--- config.mk ---
export PLATFORM = sky130hd
export DESIGN_NAME = human_move_ctrl
export DESIGN_NICKNAME = d
export VERILOG_FILES = /design/src/rtl/human_move_ctrl.sv
export SDC_FILE = /design/constraint.sdc
export NUM_CORES = 1
export LEC_CHECK = 0
export ABC_AREA = 1
export CORE_MARGIN = 1
export CORE_UTILIZATION = 54
export CTS_CLUSTER_DIAMETER = 50
export DETAILED_ROUTE_END_ITERATION = 16
export PLACE_DENSITY = 0.79
export SLEW_MARGIN = 10
export SYNTH_ARGS = -nofsm -noshare
export SYNTH_HDL_FRONTEND = slang
export SYNTH_SLANG_ARGS = --single-unit
--- constraint.sdc ---
create_clock -name CLOCK_50 -period 2.28 [get_ports CLOCK_50]
set_input_delay 0.456 -clock CLOCK_50 [delete_from_list [all_inputs] [get_ports CLOCK_50]]
set_output_delay 0.456 -clock CLOCK_50 [all_outputs]
set_load 0.03 [all_outputs]
--- src/rtl/human_move_ctrl.sv ---
// Paced, grid-bounded movement controller for the human character.
// Turns keyboard direction levels into one step per tick and hands each step to the drawer via req/ack.
module human_move_ctrl #(
    parameter int GRID_W     = 160,
    parameter int GRID_H     = 120,
    parameter int START_X    = 80,
    parameter int START_Y    = 60,
    parameter int STEP_TICKS = 5000000
) (
    input  logic       CLOCK_50,
    input  logic       reset,
    input  logic       up,
    input  logic       down,
    input  logic       left,
    input  logic       right,
    input  logic       freeze,
    input  logic       draw_ack,
    output logic [7:0] pos_x,
    output logic [6:0] pos_y,
    output logic [7:0] old_x,
    output logic [6:0] old_y,
    output logic [7:0] new_x,
    output logic [6:0] new_y,
    output logic       draw_req,
    output logic       blocked
);

    localparam int              CNT_W   = (STEP_TICKS > 1) ? $clog2(STEP_TICKS) : 1;
    localparam logic [CNT_W-1:0] CNT_MAX = CNT_W'(STEP_TICKS - 1);

    typedef enum logic {
        S_WAIT,
        S_REQ
    } state_t;

    state_t           r_state;
    state_t           w_next;
    logic [CNT_W-1:0] r_cnt;
    logic             w_tick;
    logic [7:0]       r_pos_x;
    logic [6:0]       r_pos_y;
    logic [7:0]       r_old_x;
    logic [6:0]       r_old_y;
    logic [7:0]       r_new_x;
    logic [6:0]       r_new_y;
    logic             r_blocked;
    logic [8:0]       w_tx;
    logic [7:0]       w_ty;
    logic             w_move;
    logic             w_in_grid;
    logic             w_launch;
    logic             w_block;
    logic             w_commit;

    assign w_tick = (r_cnt == CNT_MAX);

    // Free-running step pacer; only reset restarts it.
    always_ff @(posedge CLOCK_50) begin
        if (reset) begin
            r_cnt <= '0;
        end else if (w_tick) begin
            r_cnt <= '0;
        end else begin
            r_cnt <= r_cnt + 1'b1;
        end
    end

    // Targets carry one extra bit so stepping left/up from 0 lands out of range instead of wrapping.
    always_comb begin
        w_tx   = {1'b0, r_pos_x};
        w_ty   = {1'b0, r_pos_y};
        w_move = 1'b1;
        if (up) begin
            w_ty = {1'b0, r_pos_y} - 8'd1;
        end else if (down) begin
            w_ty = {1'b0, r_pos_y} + 8'd1;
        end else if (left) begin
            w_tx = {1'b0, r_pos_x} - 9'd1;
        end else if (right) begin
            w_tx = {1'b0, r_pos_x} + 9'd1;
        end else begin
            w_move = 1'b0;
        end
    end

    assign w_in_grid = (w_tx < 9'(GRID_W)) && (w_ty < 8'(GRID_H));

    always_comb begin
        w_next   = r_state;
        w_launch = 1'b0;
        w_block  = 1'b0;
        w_commit = 1'b0;
        case (r_state)
            S_WAIT: begin
                if (w_tick && !freeze && w_move) begin
                    if (w_in_grid) begin
                        w_launch = 1'b1;
                        w_next   = S_REQ;
                    end else begin
                        w_block = 1'b1;
                    end
                end
            end
            S_REQ: begin
                if (draw_ack) begin
                    w_commit = 1'b1;
                    w_next   = S_WAIT;
                end
            end
            default: w_next = S_WAIT;
        endcase
    end

    always_ff @(posedge CLOCK_50) begin
        if (reset) begin
            r_state <= S_WAIT;
        end else begin
            r_state <= w_next;
        end
    end

    always_ff @(posedge CLOCK_50) begin
        if (reset) begin
            r_pos_x   <= 8'(START_X);
            r_pos_y   <= 7'(START_Y);
            r_old_x   <= 8'(START_X);
            r_old_y   <= 7'(START_Y);
            r_new_x   <= 8'(START_X);
            r_new_y   <= 7'(START_Y);
            r_blocked <= 1'b0;
        end else begin
            r_blocked <= w_block;
            if (w_launch) begin
                r_old_x <= r_pos_x;
                r_old_y <= r_pos_y;
                r_new_x <= w_tx[7:0];
                r_new_y <= w_ty[6:0];
            end
            if (w_commit) begin
                r_pos_x <= r_new_x;
                r_pos_y <= r_new_y;
            end
        end
    end

    assign pos_x    = r_pos_x;
    assign pos_y    = r_pos_y;
    assign old_x    = r_old_x;
    assign old_y    = r_old_y;
    assign new_x    = r_new_x;
    assign new_y    = r_new_y;
    assign draw_req = (r_state == S_REQ);
    assign blocked  = r_blocked;

endmodule

==> results of run 1 <==
-- stage by stage --
stage / util [%] / hold WS, ns / TNS (ns) / cells / total power (W)
floorplan: - / 0.418 / 0 / 541 / 0.00131
CTS: 71.9 / 0.451 / 0 / 694 / 0.00250
global route: 72.0 / 0.469 / 0 / 694 / 0.00257
finish: 72.0 / 0.450 / 0 / 694 / 0.00249
detailed placement: 68.2 / 0.441 / -5.04 / 678 / 0.00136
global placement: 68.2 / 0.430 / -2.60 / 678 / 0.00136
-- path summary, 6_finish.rpt --
path	start	endpoint	slack (ns)
hold / removal	r_cnt[0]	r_cnt[0]	0.45
setup reg to reg	pos_x[0]	old_y[0]	0.24
setup / recovery	pos_x[2]	pos_x[2]	0.19
hold reg to reg	r_cnt[0]	r_cnt[0]	0.45
-- sequential cells by signal, summed over array words and instances, names as in the netlist --
register  cells
draw_req      1
pos_y         7
r_cnt        23
old_x         8
old_y         7
new_y         7
pos_x         8
new_x         8
blocked       1
-- logic make-up (layout without fill, tap and decap cells) --
logic type	count (synthesis)	in the layout
and+or+nand+nor	311	311
DFF	70	70
adders and majority gates	5	5
xor gates and xnor gates	12	12
buffers and inverters	92	168
AOI/OAI and AO/OA	51	51
-- placed cells by master (no fill, tap or decap), types with 2 or more instances in the layout --
master and n:
o21ai_1 2, dfxtp_1 69, inv_1 69, nand2_1 134, nor2_4 2, xor2_1 11
ha_1 5, buf_4 24, a31oi_1 2, nand4_1 13, a21oi_1 20, o211ai_1 9
or2_2 2, inv_2 3, bufinv_16 2, o21ai_0 14, clkdlybuf4s50_1 53, nor3b_1 5
clkbuf_8 12, buf_12 2, nor3_1 15, nor2_2 5, nand3_1 51, nor2_1 77
-- per-layer routing --
layer | vias to the layer above | wire (um)
met4 | 0 | 193
met2 | 112 | 4040
li1 | 1869 | -
met3 | 20 | 505
met1 | 1633 | 3960
met5 | - | 0
-- area by class of cell --
cell class / count / area [um2] / area share [%]
Multi-Input combinational cell: 379 / 1830 / 39.8
Sequential cell: 70 / 1400 / 30.5
Timing Repair Buffer: 80 / 763 / 16.6
Inverter: 72 / 270 / 5.88
Clock buffer: 13 / 169 / 3.67
Tap cell: 77 / 96.3 / 2.10
Clock inverter: 3 / 65.1 / 1.41
-- cells in the mapped netlist (all sizes together) --
| cell | number |
|---|---|
| o21a | 1 |
| nor2 | 84 |
| buf | 11 |
| nand3 | 52 |
| nand3b | 1 |
| xnor2 | 1 |
| clkbuf | 9 |
| o22ai | 1 |
| nand2 | 135 |
| inv | 72 |
| o211ai | 9 |
| a31oi | 2 |
| dfxtp | 70 |
| xor2 | 11 |
| o21ai | 16 |
| o31ai | 1 |
| a21oi | 20 |
| ha | 5 |
| nor4 | 1 |
| nor3 | 16 |
| or2 | 4 |
| nand4 | 13 |
| a311oi | 1 |
| nor3b | 5 |
-- power by group --
part	switching [W]	internal, W	total (W)
Sequential	0.00000260	0.00123	0.00123
Combinational	0.0000592	0.0000429	0.000102
Clock	0.000456	0.000705	0.00116
Total	0.000518	0.00197	0.00249
==> results by group, run 1 <==
Flow run
  • Max-cap violations: 0

Timing
  • Final Critical Period: ~2.1 ns
  • Max-slew violation total from the final report: 0
  • Worst slew pin tran: ~0.51 ns
  • RSZ-0062 raised after global routing: no
  • Setup-failing EPs final: 0
  • Final setup margin: 0.193 ns
  • Period utilisation layout: 91.5%
  • Rel. slew slack: 65.8%
  • Worst Skew: 0.00642 ns
  • Final Hold Violating Endpoints: 0
  • Fmax: 479 MHz

Detailed routing
  • Drt first-iter violations: roughly 210
  • Routed WL: 8700 um
  • DR vias: 3634
  • 1st-pass router iterations: 5
  • DR WL/cell: ~13 um
  • Final ANT Viol Nets: 0
  • DR vias/cell: approximately 5.2
  • Drt drc: 0

CTS
  • Post-CTS setup buffers: 0
  • CTS tree: done
  • Clock Latency Late Sink: roughly 0.35 ns
  • Clk pin slew, worst setup/hold paths: 0.07 ns
  • Clk root buf: clkbuf_8
  • Htree depth: 3
  • Post-cts resize count: 0
  • Num CTS Buffers: 9
  • CTS Hold Bufs: 0
  • Clk sinks: 70
  • CTS Buffer Depth: 2

Worst hold path
  • Cell count of the worst hold path: 1
  • HP Class: flop to flop

Setup path
  • Required @ worst endpoint: 1.82 ns
  • CP max FO: 9
  • Critical Path End Type: primary output
  • CP top delay family: buffers and inverters
  • CP Depth: 1
  • Slowest-stage cell, CP: clkdlybuf4s50_1
  • Worst Path Arrival: 1.63 ns
  • CP max stage delay: 0.74 ns
  • CP Launch Type: flop
  • Crit path cell chain: clkdlybuf4s50_1
  • Buf/Inv on CP: 1
  • R2R depth: 14
  • CP Class: flop to primary output

Logic synthesis
  • Synthesized flop and latch total: 70
  • Sequential share of the synthesized area: about two fifths
  • Ys Warns: 0
  • Largest family of logic cells by synthesized area: simple AND/OR/NAND/NOR gates
  • Area contributors post-synth: dfxtp_1 39%, nand2_1 14%, nor2_1 8.2%, inv_1 7.2%, nand3_1 7.1%
  • Post-synthesis mux area share: 0%
  • Post-Synth XOR/XNOR Area: under 10%
  • Post-Syn Nets: 554
  • Area leader, netlist: dfxtp_1
  • Mapped Area: between 3000 and 4000 um2
  • Adder-Cell Fraction of Synth Area: 1.73%
  • Compound-Gate Fraction of Synth Area: around 8.0%
  • Distinct cells, synth: 36
  • Post-synth top area share: 38.9%
  • Synth Area per Inst: 6.67 um2
  • Simple-gate area share of the yosys netlist: 38.0%
  • Cells after synthesis: 541

Finish
  • Layout cells sized above 1: 9.24%
  • P&R area growth vs syn: 27.5%
  • Layout Nets: about 630
  • Fillers: around 530
  • Final Cell Area: 4600 um2
  • # diodes: 0

Placed design
  • Placed cell area: 4360 um2
  • Port bufs: 54
  • Half-perimeter wire length after detailed placement: between 6000 and 7000 um
  • Pre-CTS WS: -0.210 ns
  • Routability cong.: around 0.9

GRT
  • Initial antenna violation count: 0
  • Vias in the first global route: approximately 3300
  • M2 GR Usage: 42.0%
  • Largest net degree at the start of global routing: 47
  • Grt peak-use layer: met2
  • GR Util met3: 5.93%
  • Gr ovfl total: 0
  • Gr usage total: 25.8%
  • First-pass GRT wire length: 14600 um
  • Met1 global-route usage: 32.7%

Floorplanning
  • Die Wd: 83.7 um
  • Chip height: 83.7 um
  • Initial core utilization: 56.5%
  • Die area: 7010 um2
  • # rows: 29
  • Io pins: 55
  • Core box area: 6390 um2

Outcome
  • Status: completed

Power and ir drop
  • VDD IR-drop max: 0.000467 V
  • Lkg Pwr: 2.10 nW
  • Pwr Density: 542 nW/um2
No activity file was read; power rests on OpenSTA's default activity.
==> run 2, diff against run 1 <==
--- a/config.mk
+++ b/config.mk
@@ -8,7 +8,6 @@
 export ABC_AREA = 1
 export CORE_MARGIN = 1
 export CORE_UTILIZATION = 54
-export CTS_CLUSTER_DIAMETER = 50
 export DETAILED_ROUTE_END_ITERATION = 16
 export PLACE_DENSITY = 0.79
 export SLEW_MARGIN = 10
==> results of run 2 <==
The final DEF is identical to that of run 1; final timing and power are the same.
==> run 3, diff against run 2 <==
--- a/config.mk
+++ b/config.mk
@@ -6,7 +6,7 @@
 export NUM_CORES = 1
 export LEC_CHECK = 0
 export ABC_AREA = 1
-export CORE_MARGIN = 1
+export CORE_MARGIN = 5
 export CORE_UTILIZATION = 54
 export DETAILED_ROUTE_END_ITERATION = 16
 export PLACE_DENSITY = 0.79
==> results by group, run 3 (synthesized netlist as in run 1, its figures left out) <==
GRT
  • Gr ovfl total: 0
  • First-pass GRT wire length: 15100 um
  • Largest net degree at the start of global routing: 32
  • Gr usage total: 21.7%
  • Vias in the first global route: 3373
  • Initial antenna violation count: 0

Timing
  • Fin Hold WS: about 0.45 ns
  • RSZ-0062 raised after global routing: no
  • Worst slew pin tran: slightly below 0.6 ns
  • Rel. slew slack: 60.2%
  • Max-slew violation total from the final report: 0
  • Final Critical Period: roughly 2.1 ns
  • Period utilisation layout: 92.3%
  • Setup-failing EPs final: 0
  • Final Hold Violating Endpoints: 0
  • Worst Skew: 0.00757 ns
  • Fmax: 475 MHz

Power and ir drop
  • Lkg Pwr: 2.07 nW
  • Register share of total power: 54.7%
  • VDD IR-drop max: between 0.0003 and 0.0004 V
  • Pwr Total: between 0.002 and 0.0025 W
  • Sw Share: 22.6%
  • Pwr Density: 498 nW/um2
  • Cell Int Power: approximately 0.0017 W
  • Clock Power Share: a little over 40%
  • Sw Pwr: 0.000509 W
  • Logic pwr share: 4.5%

Setup path
  • Worst Path Arrival: 2.35 ns
  • CP Depth: 15
  • CP max FO: 31
  • Crit path cell chain: clkdlybuf4s50_1, nand2_1, nor2_1, nand3_1, nand2_1, nand2_1, nand2_1, nand2_1, nor2_1, nor2_4, nand3_4, buf_12, nand2_1, nand2_1, nor2_1
  • Required @ worst endpoint: 2.53 ns
  • Critical Path End Type: flop
  • Worst R2R End: old_x[0]
  • CP top delay family: simple AND/OR/NAND/NOR gates
  • CP max stage delay: between 0.5 and 0.6 ns
  • Most common cell on crit path: nand2_1
  • Slowest-stage cell, CP: clkdlybuf4s50_1
  • Crit. Startpoint: down
  • R2R depth: 15
  • CP Capture Point: old_x[0]
  • CP Launch Type: input port
  • CP Class: input port to flop
  • Buf/Inv on CP: 2
  • R2r setup slk: about 0.21 ns
  • Worst R2R Start: pos_y[0]

Detailed routing
  • DR vias: 3576
  • Drt drc: 0
  • Final ANT Viol Nets: 0
  • DR vias/cell: between 5 and 6
  • Routed WL: between 8000 and 9000 um
  • Drt first-iter violations: 219
  • DR WL/cell: 12.8 um
  • 1st-pass router iterations: 5

CTS
  • Clock Latency Late Sink: about 0.35 ns
  • CTS Hold Bufs: 0
  • Clk pin slew, worst setup/hold paths: 0.07 ns
  • CTS Buffer Depth: 2
  • Clk root buf: clkbuf_8
  • CTS tree: done
  • Htree depth: 3
  • Post-cts resize count: 0
  • Num CTS Buffers: 9
  • Post-CTS setup buffers: 0
  • Clk sinks: 70

Outcome
  • Status: completed

Finish
  • Largest register FFs: 23
  • Layout cells sized above 1: 8.46%
  • Final Util: 70.4%
  • Layout Nets: about 630
  • # diodes: 0
  • Commonest non-fill, non-tap cell in the layout: nand2_1
  • Most frequent cells in the layout: 134 x nand2_1, 79 x nor2_1, 70 x dfxtp_1
  • P&R area growth vs syn: 25.3%
  • Largest reg by FF count: r_cnt

Floorplanning
  • # rows: 29
  • Die area: 8410 um2
  • Io pins: 55
  • Chip height: 91.7 um
  • Core box area: 6420 um2
  • Die Wd: 91.7 um
  • Initial core utilization: 56.1%

Placed design
  • Port bufs: 54
  • Half-perimeter wire length after detailed placement: 6460 um
  • Routability cong.: approximately 0.90

Flow run
  • Max-cap violations: 0

Worst hold path
  • HP Class: flop to flop
==> run 3: cell count changes in the layout (fill, tap and decap cells not counted) <==
cell	change
dfxtp_2	-1
buf_12	-1
bufinv_16	-2
dfxtp_1	+1
nor2_1	+2
buf_4	+1
nor2_2	-2
==> run 3: worst register-to-register path, delay by kind of cell, from the launching register on <==
family / cells / cell delay (ns)
buffers and inverters: 1 / 0.17
and+or+nand+nor: 13 / 1.16
DFF: 1 / 0.46
adders and majority gates: 1 / 0.19
==> run 3: layout make-up <==
class,count,area (um2)
fillers,564,1900
multi-input cells,379,1830
flip-flops and latches,70,1400
repair buffers,80,751
inverters,72,270
clock buffers,13,169
well taps,77,96.3
clock inverters,1,5.00
==> run 3: metal layers <==
metal | global-route usage, % | up-vias | wire [um]
met5 | 0 | - | 0
met4 | 8.54 | 0 | 166
met3 | 6.30 | 19 | 545
met2 | 34.7 | 112 | 3990
met1 | 27.6 | 1584 | 4150
li1 | - | 1861 | -
==> run 3: stage by stage <==
step / instance area, um2 / setup TNS (ns) / std cells / setup slack, ns
finish: 4520 / 0 / 692 / 0.175
global route: 4520 / 0 / 692 / 0.00852
CTS: 4520 / 0 / 692 / 0.177
detailed placement: 4340 / -4.49 / 678 / -0.171
global placement: 4340 / -3.60 / 678 / -0.143
floorplan: 3610 / 0 / 541 / 0.226
==> run 3: power groups by stage <==
stage	logic (W)	registers [W]	clock network [W]
final	0.000102	0.00123	0.000918
after global routing	0.000113	0.00123	0.000989
after floorplan	0.0000572	0.00126	0
after CTS	0.000101	0.00123	0.000937
after detailed placement	0.000101	0.00126	0
after global placement	0.0000973	0.00126	0
==> run 3: how the worst min path moves through the flow <==
stage                        start  endpoint  cells past startpoint
after floorplan           r_cnt[0]  r_cnt[0]                      1
final                     r_cnt[0]  r_cnt[0]                      1
after global placement    r_cnt[0]  r_cnt[0]                      1
after detailed placement  r_cnt[0]  r_cnt[0]                      1
after CTS                 r_cnt[0]  r_cnt[0]                      1
after global routing      r_cnt[0]  r_cnt[0]                      1
